**config.mk**
```make
export PLATFORM = sky130hd
export DESIGN_NAME = lcd_hd44780_ctrl_flat
export DESIGN_NICKNAME = d
export VERILOG_FILES = /design/src/rtl/lcd_pkg.sv /design/src/rtl/lcd_hd44780_ctrl_if.sv /design/src/rtl/lcd_nibble_tx.sv /design/src/rtl/lcd_hd44780_ctrl.sv /design/src/flat_wrapper.sv
export SDC_FILE = /design/constraint.sdc
export NUM_CORES = 1
export LEC_CHECK = 0
export CELL_PAD_IN_SITES_DETAIL_PLACEMENT = 1
export CELL_PAD_IN_SITES_GLOBAL_PLACEMENT = 1
export CORE_UTILIZATION = 30
export DETAILED_ROUTE_END_ITERATION = 16
export GPL_TIMING_DRIVEN = 0
export PLACE_DENSITY_LB_ADDON = 0.1
export SETUP_SLACK_MARGIN = 0.1
export SLEW_MARGIN = 20
export SYNTH_ARGS = -nofsm -noshare
export SYNTH_HDL_FRONTEND = slang
export SYNTH_SLANG_ARGS = --single-unit
export TNS_END_PERCENT = 100
```
**constraint.sdc**
```tcl
create_clock -name CLK -period 4.2 [get_ports CLK]
set_input_delay 0.84 -clock CLK [delete_from_list [all_inputs] [get_ports CLK]]
set_output_delay 0.84 -clock CLK [all_outputs]
set_load 0.02 [all_outputs]
```
**src/rtl/lcd_pkg.sv**
```systemverilog
// Shared FSM/strobe types, power-on init tables and a timing helper for the HD44780 controller.
package lcd_pkg;

  typedef enum logic [2:0] {
    PWRUP,
    INIT_NIB,
    INIT_WAIT,
    CMD_HI,
    CMD_LO,
    POST_WAIT,
    IDLE
  } lcd_state_t;

  typedef enum logic [1:0] {
    TX_IDLE,
    TX_SETUP,
    TX_PULSE,
    TX_HOLD
  } tx_phase_t;

  typedef enum logic [1:0] {
    W_INIT1,
    W_INIT2,
    W_CMD
  } wait_sel_t;

  // 8-bit-mode wake-up nibbles, then the switch to 4-bit mode, each with its settle time
  localparam logic [3:0] INIT_NIBS  [4] = '{4'h3, 4'h3, 4'h3, 4'h2};
  localparam wait_sel_t  INIT_WAITS [4] = '{W_INIT1, W_INIT2, W_CMD, W_CMD};

  // function set 4-bit/2-line, display on, clear, entry mode increment
  localparam logic [7:0] INIT_BYTES [4] = '{8'h28, 8'h0C, 8'h01, 8'h06};

  localparam logic [7:0] CMD_CLEAR = 8'h01;
  localparam logic [7:0] CMD_HOME  = 8'h02;

  function automatic int tmax(input int a, input int b);
    return (a > b) ? a : b;
  endfunction

endpackage

```
**src/rtl/lcd_hd44780_ctrl_if.sv**
```systemverilog
// Byte-write handshake from the control plane into the LCD controller.
interface lcd_hd44780_ctrl_if;
  logic       in_valid;
  logic       in_ready;
  logic [7:0] in_data;
  logic       in_rs;

  modport master (output in_valid, output in_data, output in_rs, input in_ready);
  modport slave  (input in_valid, input in_data, input in_rs, output in_ready);
endinterface

```
**src/rtl/lcd_nibble_tx.sv**
```systemverilog
// One LCD nibble strobe: SETUP (T_AS) / PULSE e=1 (T_EPW) / HOLD (T_NIB); registered outputs.
// done is combinational in the last HOLD cycle; a start on that cycle chains the next nibble with no gap.
module lcd_nibble_tx
  import lcd_pkg::*;
#(
  parameter int T_AS  = 5,
  parameter int T_EPW = 30,
  parameter int T_NIB = 125
) (
  input  logic       clk,
  input  logic       rst_n,
  input  logic       start,
  input  logic [3:0] nibble,
  input  logic       rs,
  output logic       done,
  output logic       idle,
  output logic [3:0] lcd_db,
  output logic       lcd_e,
  output logic       lcd_rs
);

  localparam int CW = $clog2(tmax(tmax(T_AS, T_EPW), T_NIB) + 1);

  tx_phase_t     phase, phase_n;
  logic [CW-1:0] cnt, cnt_n;
  logic [3:0]    db_n;
  logic          e_n, rs_n;
  logic          last;

  assign last = (cnt == CW'(1));
  assign idle = (phase == TX_IDLE);

  always_ff @(posedge clk or negedge rst_n) begin
    if (!rst_n) begin
      phase  <= TX_IDLE;
      cnt    <= '0;
      lcd_db <= 4'h0;
      lcd_e  <= 1'b0;
      lcd_rs <= 1'b0;
    end else begin
      phase  <= phase_n;
      cnt    <= cnt_n;
      lcd_db <= db_n;
      lcd_e  <= e_n;
      lcd_rs <= rs_n;
    end
  end

  always_comb begin
    phase_n = phase;
    cnt_n   = cnt;
    db_n    = lcd_db;
    e_n     = lcd_e;
    rs_n    = lcd_rs;
    done    = 1'b0;
    case (phase)
      TX_IDLE: begin
        if (start) begin
          phase_n = TX_SETUP;
          cnt_n   = CW'(T_AS);
          db_n    = nibble;
          rs_n    = rs;
          e_n     = 1'b0;
        end
      end
      TX_SETUP: begin
        cnt_n = cnt - CW'(1);
        if (last) begin
          phase_n = TX_PULSE;
          cnt_n   = CW'(T_EPW);
          e_n     = 1'b1;
        end
      end
      TX_PULSE: begin
        cnt_n = cnt - CW'(1);
        if (last) begin
          phase_n = TX_HOLD;
          cnt_n   = CW'(T_NIB);
          e_n     = 1'b0;
        end
      end
      TX_HOLD: begin
        cnt_n = cnt - CW'(1);
        if (last) begin
          done = 1'b1;
          if (start) begin
            phase_n = TX_SETUP;
            cnt_n   = CW'(T_AS);
            db_n    = nibble;
            rs_n    = rs;
          end else begin
            phase_n = TX_IDLE;
          end
        end
      end
      default: phase_n = TX_IDLE;
    endcase
  end

endmodule

```
**src/rtl/lcd_hd44780_ctrl.sv**
```systemverilog
// HD44780 4-bit controller: autonomous power-on init, then one byte per handshake as two nibble strobes.
// Accept-to-first-e is 1+T_AS; in_ready is low from the cycle after acceptance until the post-byte wait ends.
module lcd_hd44780_ctrl
  import lcd_pkg::*;
#(
  parameter int T_PWRUP = 1875000,
  parameter int T_INIT1 = 512500,
  parameter int T_INIT2 = 12500,
  parameter int T_AS    = 5,
  parameter int T_EPW   = 30,
  parameter int T_NIB   = 125,
  parameter int T_CMD   = 5000,
  parameter int T_CLR   = 205000
) (
  input  logic               CLK,
  input  logic               RST_N,
  lcd_hd44780_ctrl_if.slave  bus,
  output logic               init_done,
  output logic               busy,
  output logic [3:0]         lcd_db,
  output logic               lcd_e,
  output logic               lcd_rs,
  output logic               lcd_rw
);

  localparam int T_MAX = tmax(tmax(tmax(T_PWRUP, T_INIT1), tmax(T_INIT2, T_AS)),
                              tmax(tmax(T_EPW, T_NIB), tmax(T_CMD, T_CLR)));
  localparam int CW    = $clog2(T_MAX + 1);

  lcd_state_t    state, state_n;
  logic [CW-1:0] cnt, cnt_n, init_wait;
  logic [1:0]    idx, idx_n, idx_nx;
  logic [7:0]    data_q, data_n, rom_byte;
  logic          rs_q, rs_n;
  logic          init_done_q, init_done_n;
  logic          wait_end, post_long;
  logic          tx_start, tx_rs, tx_done, tx_idle;
  logic [3:0]    tx_nib;

  assign bus.in_ready = (state == IDLE);
  assign busy         = (state != IDLE);
  assign init_done    = init_done_q;
  assign lcd_rw       = 1'b0;

  assign wait_end  = (cnt == CW'(1));
  assign idx_nx    = idx + 2'd1;
  assign rom_byte  = INIT_BYTES[(state == INIT_WAIT) ? 2'd0 : idx_nx];
  assign post_long = !rs_q && ((data_q == CMD_CLEAR) || (data_q == CMD_HOME));

  always_comb begin
    case (INIT_WAITS[idx])
      W_INIT1: init_wait = CW'(T_INIT1);
      W_INIT2: init_wait = CW'(T_INIT2);
      default: init_wait = CW'(T_CMD);
    endcase
  end

  always_ff @(posedge CLK or negedge RST_N) begin
    if (!RST_N) begin
      state       <= PWRUP;
      cnt         <= CW'(T_PWRUP);
      idx         <= 2'd0;
      data_q      <= 8'h00;
      rs_q        <= 1'b0;
      init_done_q <= 1'b0;
    end else begin
      state       <= state_n;
      cnt         <= cnt_n;
      idx         <= idx_n;
      data_q      <= data_n;
      rs_q        <= rs_n;
      init_done_q <= init_done_n;
    end
  end

  // Wait phases end on the same edge that launches the next nibble, so init has no idle gaps.
  always_comb begin
    state_n     = state;
    cnt_n       = cnt;
    idx_n       = idx;
    data_n      = data_q;
    rs_n        = rs_q;
    init_done_n = init_done_q;
    tx_start    = 1'b0;
    tx_nib      = data_q[7:4];
    tx_rs       = rs_q;
    case (state)
      PWRUP: begin
        cnt_n = cnt - CW'(1);
        if (wait_end) begin
          state_n  = INIT_NIB;
          idx_n    = 2'd0;
          tx_start = 1'b1;
          tx_nib   = INIT_NIBS[0];
          tx_rs    = 1'b0;
        end
      end
      INIT_NIB: begin
        if (tx_done) begin
          state_n = INIT_WAIT;
          cnt_n   = init_wait;
        end
      end
      INIT_WAIT: begin
        cnt_n = cnt - CW'(1);
        if (wait_end) begin
          tx_start = 1'b1;
          tx_rs    = 1'b0;
          if (idx == 2'd3) begin
            state_n = CMD_HI;
            idx_n   = 2'd0;
            data_n  = rom_byte;
            rs_n    = 1'b0;
            tx_nib  = rom_byte[7:4];
          end else begin
            state_n = INIT_NIB;
            idx_n   = idx_nx;
            tx_nib  = INIT_NIBS[idx_nx];
          end
        end
      end
      CMD_HI: begin
        if (tx_done) begin
          state_n  = CMD_LO;
          tx_start = 1'b1;
          tx_nib   = data_q[3:0];
        end else if (tx_idle) begin
          tx_start = 1'b1;
        end
      end
      CMD_LO: begin
        if (tx_done) begin
          state_n = POST_WAIT;
          cnt_n   = post_long ? CW'(T_CLR) : CW'(T_CMD);
        end
      end
      POST_WAIT: begin
        cnt_n = cnt - CW'(1);
        if (wait_end) begin
          if (init_done_q) begin
            state_n = IDLE;
          end else if (idx == 2'd3) begin
            state_n     = IDLE;
            init_done_n = 1'b1;
          end else begin
            state_n  = CMD_HI;
            idx_n    = idx_nx;
            data_n   = rom_byte;
            rs_n     = 1'b0;
            tx_start = 1'b1;
            tx_nib   = rom_byte[7:4];
            tx_rs    = 1'b0;
          end
        end
      end
      IDLE: begin
        if (bus.in_valid) begin
          state_n = CMD_HI;
          data_n  = bus.in_data;
          rs_n    = bus.in_rs;
        end
      end
      default: state_n = PWRUP;
    endcase
  end

  lcd_nibble_tx #(
    .T_AS  (T_AS),
    .T_EPW (T_EPW),
    .T_NIB (T_NIB)
  ) u_tx (
    .clk    (CLK),
    .rst_n  (RST_N),
    .start  (tx_start),
    .nibble (tx_nib),
    .rs     (tx_rs),
    .done   (tx_done),
    .idle   (tx_idle),
    .lcd_db (lcd_db),
    .lcd_e  (lcd_e),
    .lcd_rs (lcd_rs)
  );

endmodule

```
**src/flat_wrapper.sv**
```systemverilog
// flat-port wrapper written by rule: the top's interface ports become plain ports
module lcd_hd44780_ctrl_flat import lcd_pkg::*;
#(
  parameter int T_PWRUP = 1875000,
  parameter int T_INIT1 = 512500,
  parameter int T_INIT2 = 12500,
  parameter int T_AS    = 5,
  parameter int T_EPW   = 30,
  parameter int T_NIB   = 125,
  parameter int T_CMD   = 5000,
  parameter int T_CLR   = 205000
)
  (CLK, RST_N, init_done, busy, lcd_db, lcd_e, lcd_rs, lcd_rw, bus_in_valid, bus_in_data, bus_in_rs, bus_in_ready);
  lcd_hd44780_ctrl_if bus_i ();
  input  logic CLK;
  input  logic RST_N;
  output logic init_done;
  output logic busy;
  output logic [3:0] lcd_db;
  output logic lcd_e;
  output logic lcd_rs;
  output logic lcd_rw;
  input wire logic [$bits(bus_i.in_valid)-1:0] bus_in_valid;
  input wire logic [$bits(bus_i.in_data)-1:0] bus_in_data;
  input wire logic [$bits(bus_i.in_rs)-1:0] bus_in_rs;
  output wire logic [$bits(bus_i.in_ready)-1:0] bus_in_ready;
  assign bus_i.in_valid = bus_in_valid;
  assign bus_i.in_data = bus_in_data;
  assign bus_i.in_rs = bus_in_rs;
  assign bus_in_ready = bus_i.in_ready;
  lcd_hd44780_ctrl #(.T_PWRUP(T_PWRUP), .T_INIT1(T_INIT1), .T_INIT2(T_INIT2), .T_AS(T_AS), .T_EPW(T_EPW), .T_NIB(T_NIB), .T_CMD(T_CMD), .T_CLR(T_CLR)) u_core (.CLK(CLK), .RST_N(RST_N), .bus(bus_i), .init_done(init_done), .busy(busy), .lcd_db(lcd_db), .lcd_e(lcd_e), .lcd_rs(lcd_rs), .lcd_rw(lcd_rw));
endmodule
```
==> impl_metrics.ini, run 1 <==
[global_routing]
grt_pass1_vias = 3255
grt_overflow_total = 0
use_met3_pct = 3.148
met2_usage_pct = 30.36
grt-busiest-layer = met2
antenna_found_initial = 0
grt.total_usage_pct = 18.94
grt_max_degree = 52
grt_use_met1_pct = 25.98
grt_pass1_wl_mm = 17.05

[setup_path]
crit_start = u_core.u_tx.cnt[2]$_DFFE_PN0P_
path_class = reg -> reg
cpMaxStageDelayCell = or4_1
critPathCapture = u_core.cnt[16]$_DFFE_PN0P_
crit_path_max_incr_delay_ps = 640
worstPathMaxFanout = 10
critical-path-top-delay-family = simple AND/OR/NAND/NOR gates
regToRegStartpoint = u_core.u_tx.cnt[2]$_DFFE_PN0P_
ff2ff_setup_slack_ps = 910
cp.depth = 7
critPathCaptureType = flip-flop
reg2regPathDepth = 7
worst-path-buf-inv = 2
r2r_end = u_core.cnt[16]$_DFFE_PN0P_
startpoint_type = flip-flop
cp.arrival_ps = 3490
required_ps = 4400
crit_chain = or4_1 > or3_1 > buf_2 > o21ai_1 > clkbuf_1 > o21ai_0 > o2bb2ai_1

[route]
drc = 0
drtIter0Drc = 85
vias = 3127
postRouteAntennaNets = 0
routed_wl_mm = 10.01
first_pass_iters = 4
via_per_inst = 5.467
wire_per_inst_microns = 17.49

[cts]
clkLatencyLatePin_ps = 330
clk_path_buf_depth = 2
holdBufCountCts = 0
h-tree-depth = 2
cts-buffers-inserted = 5
cts_sinks = 51
post_cts_buffers = 0
cts-resized-gates = 0
cts_tree = built
path_clk_slew_ps = 100
root_buffer = clkbuf_8

[floorplan]
placementRows = 38
boundaryPins = 22
die_h_microns = 107.5
core_sq_mm = 0.01084
initial_core_util_pct = 30.81
die_x_microns = 107.5
die_area_sq_mm = 0.01156

[logic_synthesis]
async_flop_share_pct = 100.0
avgSynthCellArea_sq_um = 8.266
yosys_warnings = 0
ys_ff_latch = 51
ys_seq_area_share_pct = 38.59
synth_cells = 404
netlist_area_sq_mm = 0.003339
synth-edff-count = 0
syn_nets = 429
synth_flop_cell = dfrtp_1
synth.distinct_cells = 58

[placed_design]
dpl.hpwl_mm = 7.395
gp_congestion = 0.7873
numPortBuffers = 20
dpl_cell_area_sq_mm = 0.003712
dp_cells = 564
pre_cts_slack_ps = 920.9

[timing]
post-route-period-util_pct = 78.44
hold_violations = 0
drv_slew = 0
finalWorstSetupSlack_ps = 905.6
whs_ps = 496.7
slew_headroom_pct = 24.50
fmax_mhz = 303.5
worst_slew_pin_slew_ps = 1122
min_period_ps = 3294
finalSetupViolCount = 0
finalClockSkew_ps = 10.24
rsz0062_at_grt = no
tns_ps = 0

[power_and_ir_drop]
peakVddDrop_mv = 0.1198
finalPower_mw = 0.8258
power_density_mw_per_mm2 = 217.1
power.leakage_nw = 1.476

[cells_and_area]
final_nets = 456
stdcell_area_sq_mm = 0.003804
insertedDiodeCount = 0
fin_cells = 572
nFillCells = 1307
layout_common_cells = nor2_1 (42), o21ai_0 (41), dfrtp_1 (41)
final_common_cell = nor2_1
multiInputGateArea_sq_mm = 0.001881
post-route-util_pct = 35.09
ff_latch_area_sq_mm = 0.001289
area_growth_pct = 13.90
post_route_cells_drive_above_1_share_pct = 9.954

[job]
maxCapViolCount = 0

[min_path]
hold_path_class = reg -> reg
holdPathStages = 2

[run_status]
status = complete, no violations
-- power by group --
group	switching, mW	total (mW)	internal, mW
clock	0.176	0.309	0.134
sequential	0.00113	0.493	0.492
combinational	0.0132	0.0234	0.0103
total	0.190	0.826	0.636
-- metal layers --
metal  vias up  part of all wire, %
met1      1569                   50
met3         8                  2.6
met2        37                   46
met5         -                    0
met4         0                  1.4
li1       1513                    -
-- flip-flops by register name (all words and copies together), names as in the netlist, 2 cells and up --
name,count
u_core.cnt,21
u_core.data_q,8
u_core.u_tx.cnt,7
u_core.u_tx.lcd_db,4
u_core.state,3
u_core.idx,2
u_core.u_tx.phase,2
-- logic make-up (layout without fill, tap and decap cells) --
group	after synthesis	in the layout	share of synthesized area [%]
fa+ha+maj	13	13	4.871
xor+xnor	5	5	1.312
flops	51	51	38.59
compound gates	138	138	25.44
simple gates	145	145	21.54
other cells	1	1	0.1123
buf+inv	42	70	5.095
mux	9	9	3.035
-- worst min path at each step --
stage / startpoint / endpoint / slack (ps)
after global routing: u_core.cnt[12]$_DFFE_PN1P_ / u_core.cnt[12]$_DFFE_PN1P_ / 530
after global placement: u_core.cnt[8]$_DFFE_PN0P_ / u_core.cnt[8]$_DFFE_PN0P_ / 480
after floorplan: u_core.cnt[16]$_DFFE_PN0P_ / u_core.cnt[16]$_DFFE_PN0P_ / 460
after detailed placement: u_core.cnt[5]$_DFFE_PN1P_ / u_core.cnt[5]$_DFFE_PN1P_ / 490
after CTS: u_core.cnt[5]$_DFFE_PN1P_ / u_core.cnt[5]$_DFFE_PN1P_ / 500
final: u_core.cnt[5]$_DFFE_PN1P_ / u_core.cnt[5]$_DFFE_PN1P_ / 500
-- cell usage after synthesis, types with 2 or more instances --
library cell  count  share of area, %
dfstp_2          10               7.9
o22ai_1           6               1.1
a311oi_1          2              0.52
o21ai_1           3              0.45
or3_1             8               1.5
nand3b_1          2              0.45
and2_1            5              0.94
nor3_1           14               2.1
inv_1            21               2.4
clkbuf_1         17               1.9
dfrtp_1          41                31
xor2_1            3              0.79
a21oi_1          39               5.8
mux2_2            9               3.0
xnor2_1           2              0.52
a31oi_1           7               1.3
o2bb2ai_1         3              0.79
a31o_2            2              0.52
nor3b_1           2              0.45
a22oi_1           3              0.67
a32oi_1           2              0.52
nor4_1            8               1.5
or2_2             4              0.75
ha_1             13               4.9
o21ai_0          41               6.1
o21a_1            2              0.45
nand3_1          13               1.9
a211oi_1          5               1.1
o31ai_1           2              0.45
and3_1            5              0.94
nand2_1          31               3.5
o21bai_1          2              0.45
a21o_1            2              0.45
nor2_1           42               4.7
nand2b_1          2              0.37
a221o_1           2              0.60
a22o_1            3              0.79
or4_4             2              0.67
o211ai_1          5               1.1
-- worst reg2reg max path, cell delays in order (launching register included) --
cell and delay [ps]:
dfrtp_1 450, or4_1 640, or3_1 460, buf_2 220, o21ai_1 540, clkbuf_1 500
o21ai_0 200, o2bb2ai_1 160
-- final cells by class --
type	count	area share, %
Clock inverter	1	0.1316
Inverter	22	2.171
Clock buffer	7	2.270
Timing Repair Buffer	20	5.197
Tap cell	140	4.605
Buffer	20	2.303
Multi-Input combinational cell	311	49.44
Sequential cell	51	33.88
No activity file was read; power rests on OpenSTA's default activity.
==> run 2, diff against run 1 <==
Clock period 4.2 ns to 2.8 ns, I/O delays scaled along.
==> impl_metrics.ini, run 2 (same netlist as run 1, synthesis figures left out) <==
[power_and_ir_drop]
p_comb_share_pct = 2.9
clkPwrFrac_pct = 37.2
seq_power_share_pct = 59.9
p_switching_mw = 0.2807
switching_share_pct = 22.74
p_int_mw = 0.9538
peakVddDrop_mv = 0.1800
power.leakage_nw = 1.624
power_density_mw_per_mm2 = 302.9

[cells_and_area]
insertedDiodeCount = 0
largest_reg_flops = 21
top_register = u_core.cnt
post_route_cells_drive_above_1_share_pct = 18.08
post-route-util_pct = 37.60
largestRegisters = u_core.cnt (21), u_core.data_q (8), u_core.u_tx.cnt (7)
multiInputGateArea_sq_mm = 0.001971
ff_latch_area_sq_mm = 0.001291
final_nets = 472
nFillCells = 1298
area_growth_pct = 22.07
layout_common_cells = nor2_1 (41), o21ai_0 (41), dfrtp_1 (39)

[cts]
clk_path_buf_depth = 2
cts-buffers-inserted = 5
holdBufCountCts = 0
h-tree-depth = 2
cts_sinks = 51
root_buffer = clkbuf_8
path_clk_slew_ps = 90
clkLatencyLatePin_ps = 320
cts_tree = built

[setup_path]
crit_top_cell = or4_4
r2r_end = u_core.u_tx.lcd_db[1]$_DFFE_PN0P_
regToRegStartpoint = u_core.cnt[3]$_DFFE_PN1P_
worstPathMaxFanout = 5
cpMaxStageDelayCell = or4_4
cp.arrival_ps = 2870
crit_chain = or4_4 > or4_4 > or3_4 > buf_8 > a21oi_4 > o21ai_2 > o32a_1
path_class = reg -> reg
required_ps = 3010
crit_path_max_incr_delay_ps = 570
startpoint_type = flip-flop
critPathCaptureType = flip-flop
ff2ff_setup_slack_ps = 140
reg2regPathDepth = 7

[placed_design]
dpl.hpwl_mm = 7.395
numPortBuffers = 20
gp_congestion = 0.7873

[timing]
fmax_mhz = 375.3
drv_slew = 0
finalSetupViolCount = 0
post-route-period-util_pct = 95.15
rsz0062_at_grt = yes
min_period_ps = 2664
slew_headroom_pct = 52.64
tns_ps = 0
worst_slew_pin_slew_ps = 710.4
hold_violations = 0
finalClockSkew_ps = 5.760

[floorplan]
placementRows = 38
core_sq_mm = 0.01084
boundaryPins = 22
die_area_sq_mm = 0.01156
initial_core_util_pct = 30.81
die_x_microns = 107.5
die_h_microns = 107.5

[route]
postRouteAntennaNets = 0
first_pass_iters = 4
routed_wl_mm = 10.30
drc = 0
via_per_inst = 5.408
drtIter0Drc = 95
wire_per_inst_microns = 17.52
vias = 3180

[global_routing]
grt.total_usage_pct = 19.35
met2_usage_pct = 31.18
grt_max_degree = 52
grt_overflow_total = 0
grt_pass1_vias = 3347
grt-busiest-layer = met2
use_met3_pct = 3.208
grt_use_met1_pct = 26.22
grt_pass1_wl_mm = 17.40
antenna_found_initial = 0

[run_status]
status = complete, no violations

[job]
maxCapViolCount = 0

[min_path]
hold_path_class = in -> async
run 2: layout make-up:
class / instances / share of cell area [%]
plain buffers: 20 / 2.640
clock buffers: 7 / 2.118
clock inverters: 1 / 0.1228
inverters: 22 / 2.026
multi-input cells: 311 / 48.34
flip-flops and latches: 51 / 31.68
well taps: 140 / 4.297
repair buffers: 36 / 8.778
run 2: worst max-delay path by stage:
stage | start | endpoint | slack, ps | depth (start not counted)
after floorplan | u_core.cnt[2]$_DFFE_PN0P_ | u_core.u_tx.lcd_db[1]$_DFFE_PN0P_ | 110 | 7
after global placement | RST_N | u_core.cnt[1]$_DFFE_PN0P_ | -610 | 1
after detailed placement | u_core.u_tx.cnt[2]$_DFFE_PN0P_ | u_core.cnt[16]$_DFFE_PN0P_ | -480 | 7
after CTS | u_core.u_tx.cnt[2]$_DFFE_PN0P_ | u_core.cnt[16]$_DFFE_PN0P_ | 90 | 7
after global routing | u_core.cnt[7]$_DFFE_PN0P_ | u_core.u_tx.lcd_db[1]$_DFFE_PN0P_ | 30 | 8
final | u_core.cnt[3]$_DFFE_PN1P_ | u_core.u_tx.lcd_db[1]$_DFFE_PN0P_ | 140 | 7
run 2: critical path, delay by kind of cell, from the launching register on:
family,cells,cell delay (ps)
buffers and inverters,1,140
AO/OA/AOI/OAI,3,500
AND/OR/NAND/NOR,3,1510
flip-flops,1,400
run 2: layer usage:
layer  wire, microns  share of wire (%)
met5               0                  0
met4             121                1.2
met3             229                2.2
met2            4904                 48
met1            5045                 49
run 2: power groups by stage:
stage | combinational, mW | clock [mW] | sequential [mW]
after detailed placement | 0.0366 | 0 | 0.754
after global routing | 0.0401 | 0.512 | 0.740
after floorplan | 0.00447 | 0 | 0.753
after global placement | 0.0372 | 0 | 0.754
after CTS | 0.0371 | 0.489 | 0.740
final | 0.0352 | 0.459 | 0.740
run 2: timing repair:
item / in CTS / in global routing
resized for setup: 15 / 20
pin swaps: 2 / 3
endpoints found under the setup margin: 31 / 36
gates cloned: 0 / 1
setup buffers: 7 / 8
run 2: per-stage QoR:
stage / total power, mW / cells / worst slack, ps / area [sq um] / hold WS, ps
3_5_place_dp: 0.7903 / 564 / -479.1 / 3712 / 488.7
2_1_floorplan: 0.7576 / 404 / 108.8 / 3339 / 264.4
6_report: 1.235 / 588 / 135.8 / 4076 / 282.0
3_3_place_gp: 0.7910 / 564 / -610.5 / 3715 / 477.9
5_1_grt: 1.292 / 588 / 34.79 / 4076 / 331.2
4_1_cts: 1.266 / 579 / 93.00 / 3928 / 304.5
==> run 3, diff against run 2 <==
Settings changed: RECOVER_POWER from default to 25.
==> impl_metrics.ini, run 3 (same netlist as run 1, synthesis figures left out) <==
[cells_and_area]
area_growth_pct = 21.99
top_register = u_core.cnt
fin_cells = 588
post_route_cells_drive_above_1_share_pct = 18.08
insertedDiodeCount = 0
final_nets = 472
largest_reg_flops = 21
largestRegisters = u_core.cnt (21), u_core.data_q (8), u_core.u_tx.cnt (7)
layout_common_cells = nor2_1 (41), o21ai_0 (41), dfrtp_1 (39)

[cts]
root_buffer = clkbuf_8
h-tree-depth = 2
cts_sinks = 51
clk_path_buf_depth = 2
holdBufCountCts = 0
cts_tree = built
cts-buffers-inserted = 5
path_clk_slew_ps = 100
clkLatencyLatePin_ps = 320

[global_routing]
grt_pass1_wl_mm = 17.40
grt.total_usage_pct = 19.35
grt_overflow_total = 0
grt_max_degree = 52
grt_pass1_vias = 3347
antenna_found_initial = 0

[placed_design]
dp_cells = 564
numPortBuffers = 20
dpl.hpwl_mm = 7.395
gp_congestion = 0.7873

[timing]
whs_ps = 495.2
worst_slew_pin_slew_ps = 1365
fmax_mhz = 375.3
hold_violations = 0
min_period_ps = 2664
finalClockSkew_ps = 5.760
post-route-period-util_pct = 95.15
rsz0062_at_grt = yes
finalSetupViolCount = 0
slew_headroom_pct = 8.999
drv_slew = 0

[setup_path]
crit_chain = or4_4 > or4_4 > or3_4 > buf_8 > a21oi_4 > o21ai_2 > o32a_1
critPathCaptureType = flip-flop
cpMaxStageDelayCell = or4_4
crit_top_cell = or4_4
worstPathMaxFanout = 5
reg2regPathDepth = 7
cp.arrival_ps = 2870
startpoint_type = flip-flop
required_ps = 3010
crit_path_max_incr_delay_ps = 570
path_class = reg -> reg

[floorplan]
initial_core_util_pct = 30.81
die_x_microns = 107.5
die_area_sq_mm = 0.01156
placementRows = 38
core_sq_mm = 0.01084
boundaryPins = 22
die_h_microns = 107.5

[power_and_ir_drop]
p_comb_share_pct = 2.8
p_int_mw = 0.9534
power.leakage_nw = 1.624
power_density_mw_per_mm2 = 302.9
clkPwrFrac_pct = 37.2
seq_power_share_pct = 60.0
switching_share_pct = 22.75
p_switching_mw = 0.2807
peakVddDrop_mv = 0.1800

[route]
vias = 3180
via_per_inst = 5.408
postRouteAntennaNets = 0
drtIter0Drc = 95
routed_wl_mm = 10.30
wire_per_inst_microns = 17.52
drc = 0
first_pass_iters = 4

[run_status]
status = complete, no violations

[min_path]
hold_path_class = reg -> reg
holdPathStages = 2

[job]
maxCapViolCount = 0
==> run 3: through the flow <==
| stage | utilization (%) | worst slack (ps) | power (mW) | cell area [sq um] | TNS, ps |
|---|---|---|---|---|---|
| finish | 37.58 | 135.8 | 1.234 | 4074 | 0 |
| global route | 37.58 | 34.79 | 1.292 | 4074 | 0 |
| CTS | 36.23 | 93.00 | 1.266 | 3928 | 0 |
| detailed placement | 34.25 | -479.1 | 0.7903 | 3712 | -5154 |
| global placement | 34.27 | -610.5 | 0.7910 | 3715 | -29080 |
| floorplan | - | 108.8 | 0.7576 | 3339 | 0 |
==> run 3: cell type report <==
cell class | count | area (sq um)
fillers | 1298 | 6766
multi-input cells | 311 | 1971
flip-flops and latches | 51 | 1291
repair buffers | 36 | 355.3
well taps | 140 | 175.2
plain buffers | 20 | 107.6
clock buffers | 7 | 86.33
inverters | 22 | 82.58
clock inverters | 1 | 5.005
==> run 3: path summary, 6_finish.rpt <==
check	slack [ps]	startpoint	endpoint
min in group asynchronous	540	RST_N	u_core.data_q[7]$_DFFE_PN0P_
worst min register to register	500	u_core.cnt[5]$_DFFE_PN1P_	u_core.cnt[5]$_DFFE_PN1P_
max in group asynchronous	1350	RST_N	u_core.cnt[2]$_DFFE_PN0P_
worst min-delay path	500	u_core.cnt[5]$_DFFE_PN1P_	u_core.cnt[5]$_DFFE_PN1P_
worst max register to register	140	u_core.cnt[3]$_DFFE_PN1P_	u_core.u_tx.lcd_db[1]$_DFFE_PN0P_
worst max-delay path	140	u_core.cnt[3]$_DFFE_PN1P_	u_core.u_tx.lcd_db[1]$_DFFE_PN0P_
==> run 3: timing repair <==
item,CTS,global route
gates cloned,0,1
endpoints found under the hold margin,0,0
resized for setup,15,20
setup endpoints to repair,31,36
buffers inserted,7,8
pin swaps,2,3
==> run 3: worst max-delay path, delay by kind of cell, from the launching register on <==
family | cells | cell delay (ps)
AND/OR/NAND/NOR | 3 | 1510
AO/OA/AOI/OAI | 3 | 500
flip-flops | 1 | 400
buffers and inverters | 1 | 140
==> run 3: routing by layer <==
layer,track usage [%],share of wire [%],vias up
li1,-,-,1546
met1,26.22,49,1595
met2,31.18,48,31
met3,3.208,2.2,8
met4,6.360,1.2,0
met5,0,0,-
==> run 3: power groups by stage <==
stage / logic, mW / registers (mW) / clock network [mW]
floorplan: 0.00447 / 0.753 / 0
global placement: 0.0372 / 0.754 / 0
detailed placement: 0.0366 / 0.754 / 0
CTS: 0.0371 / 0.740 / 0.489
global route: 0.0397 / 0.740 / 0.512
finish: 0.0348 / 0.740 / 0.459
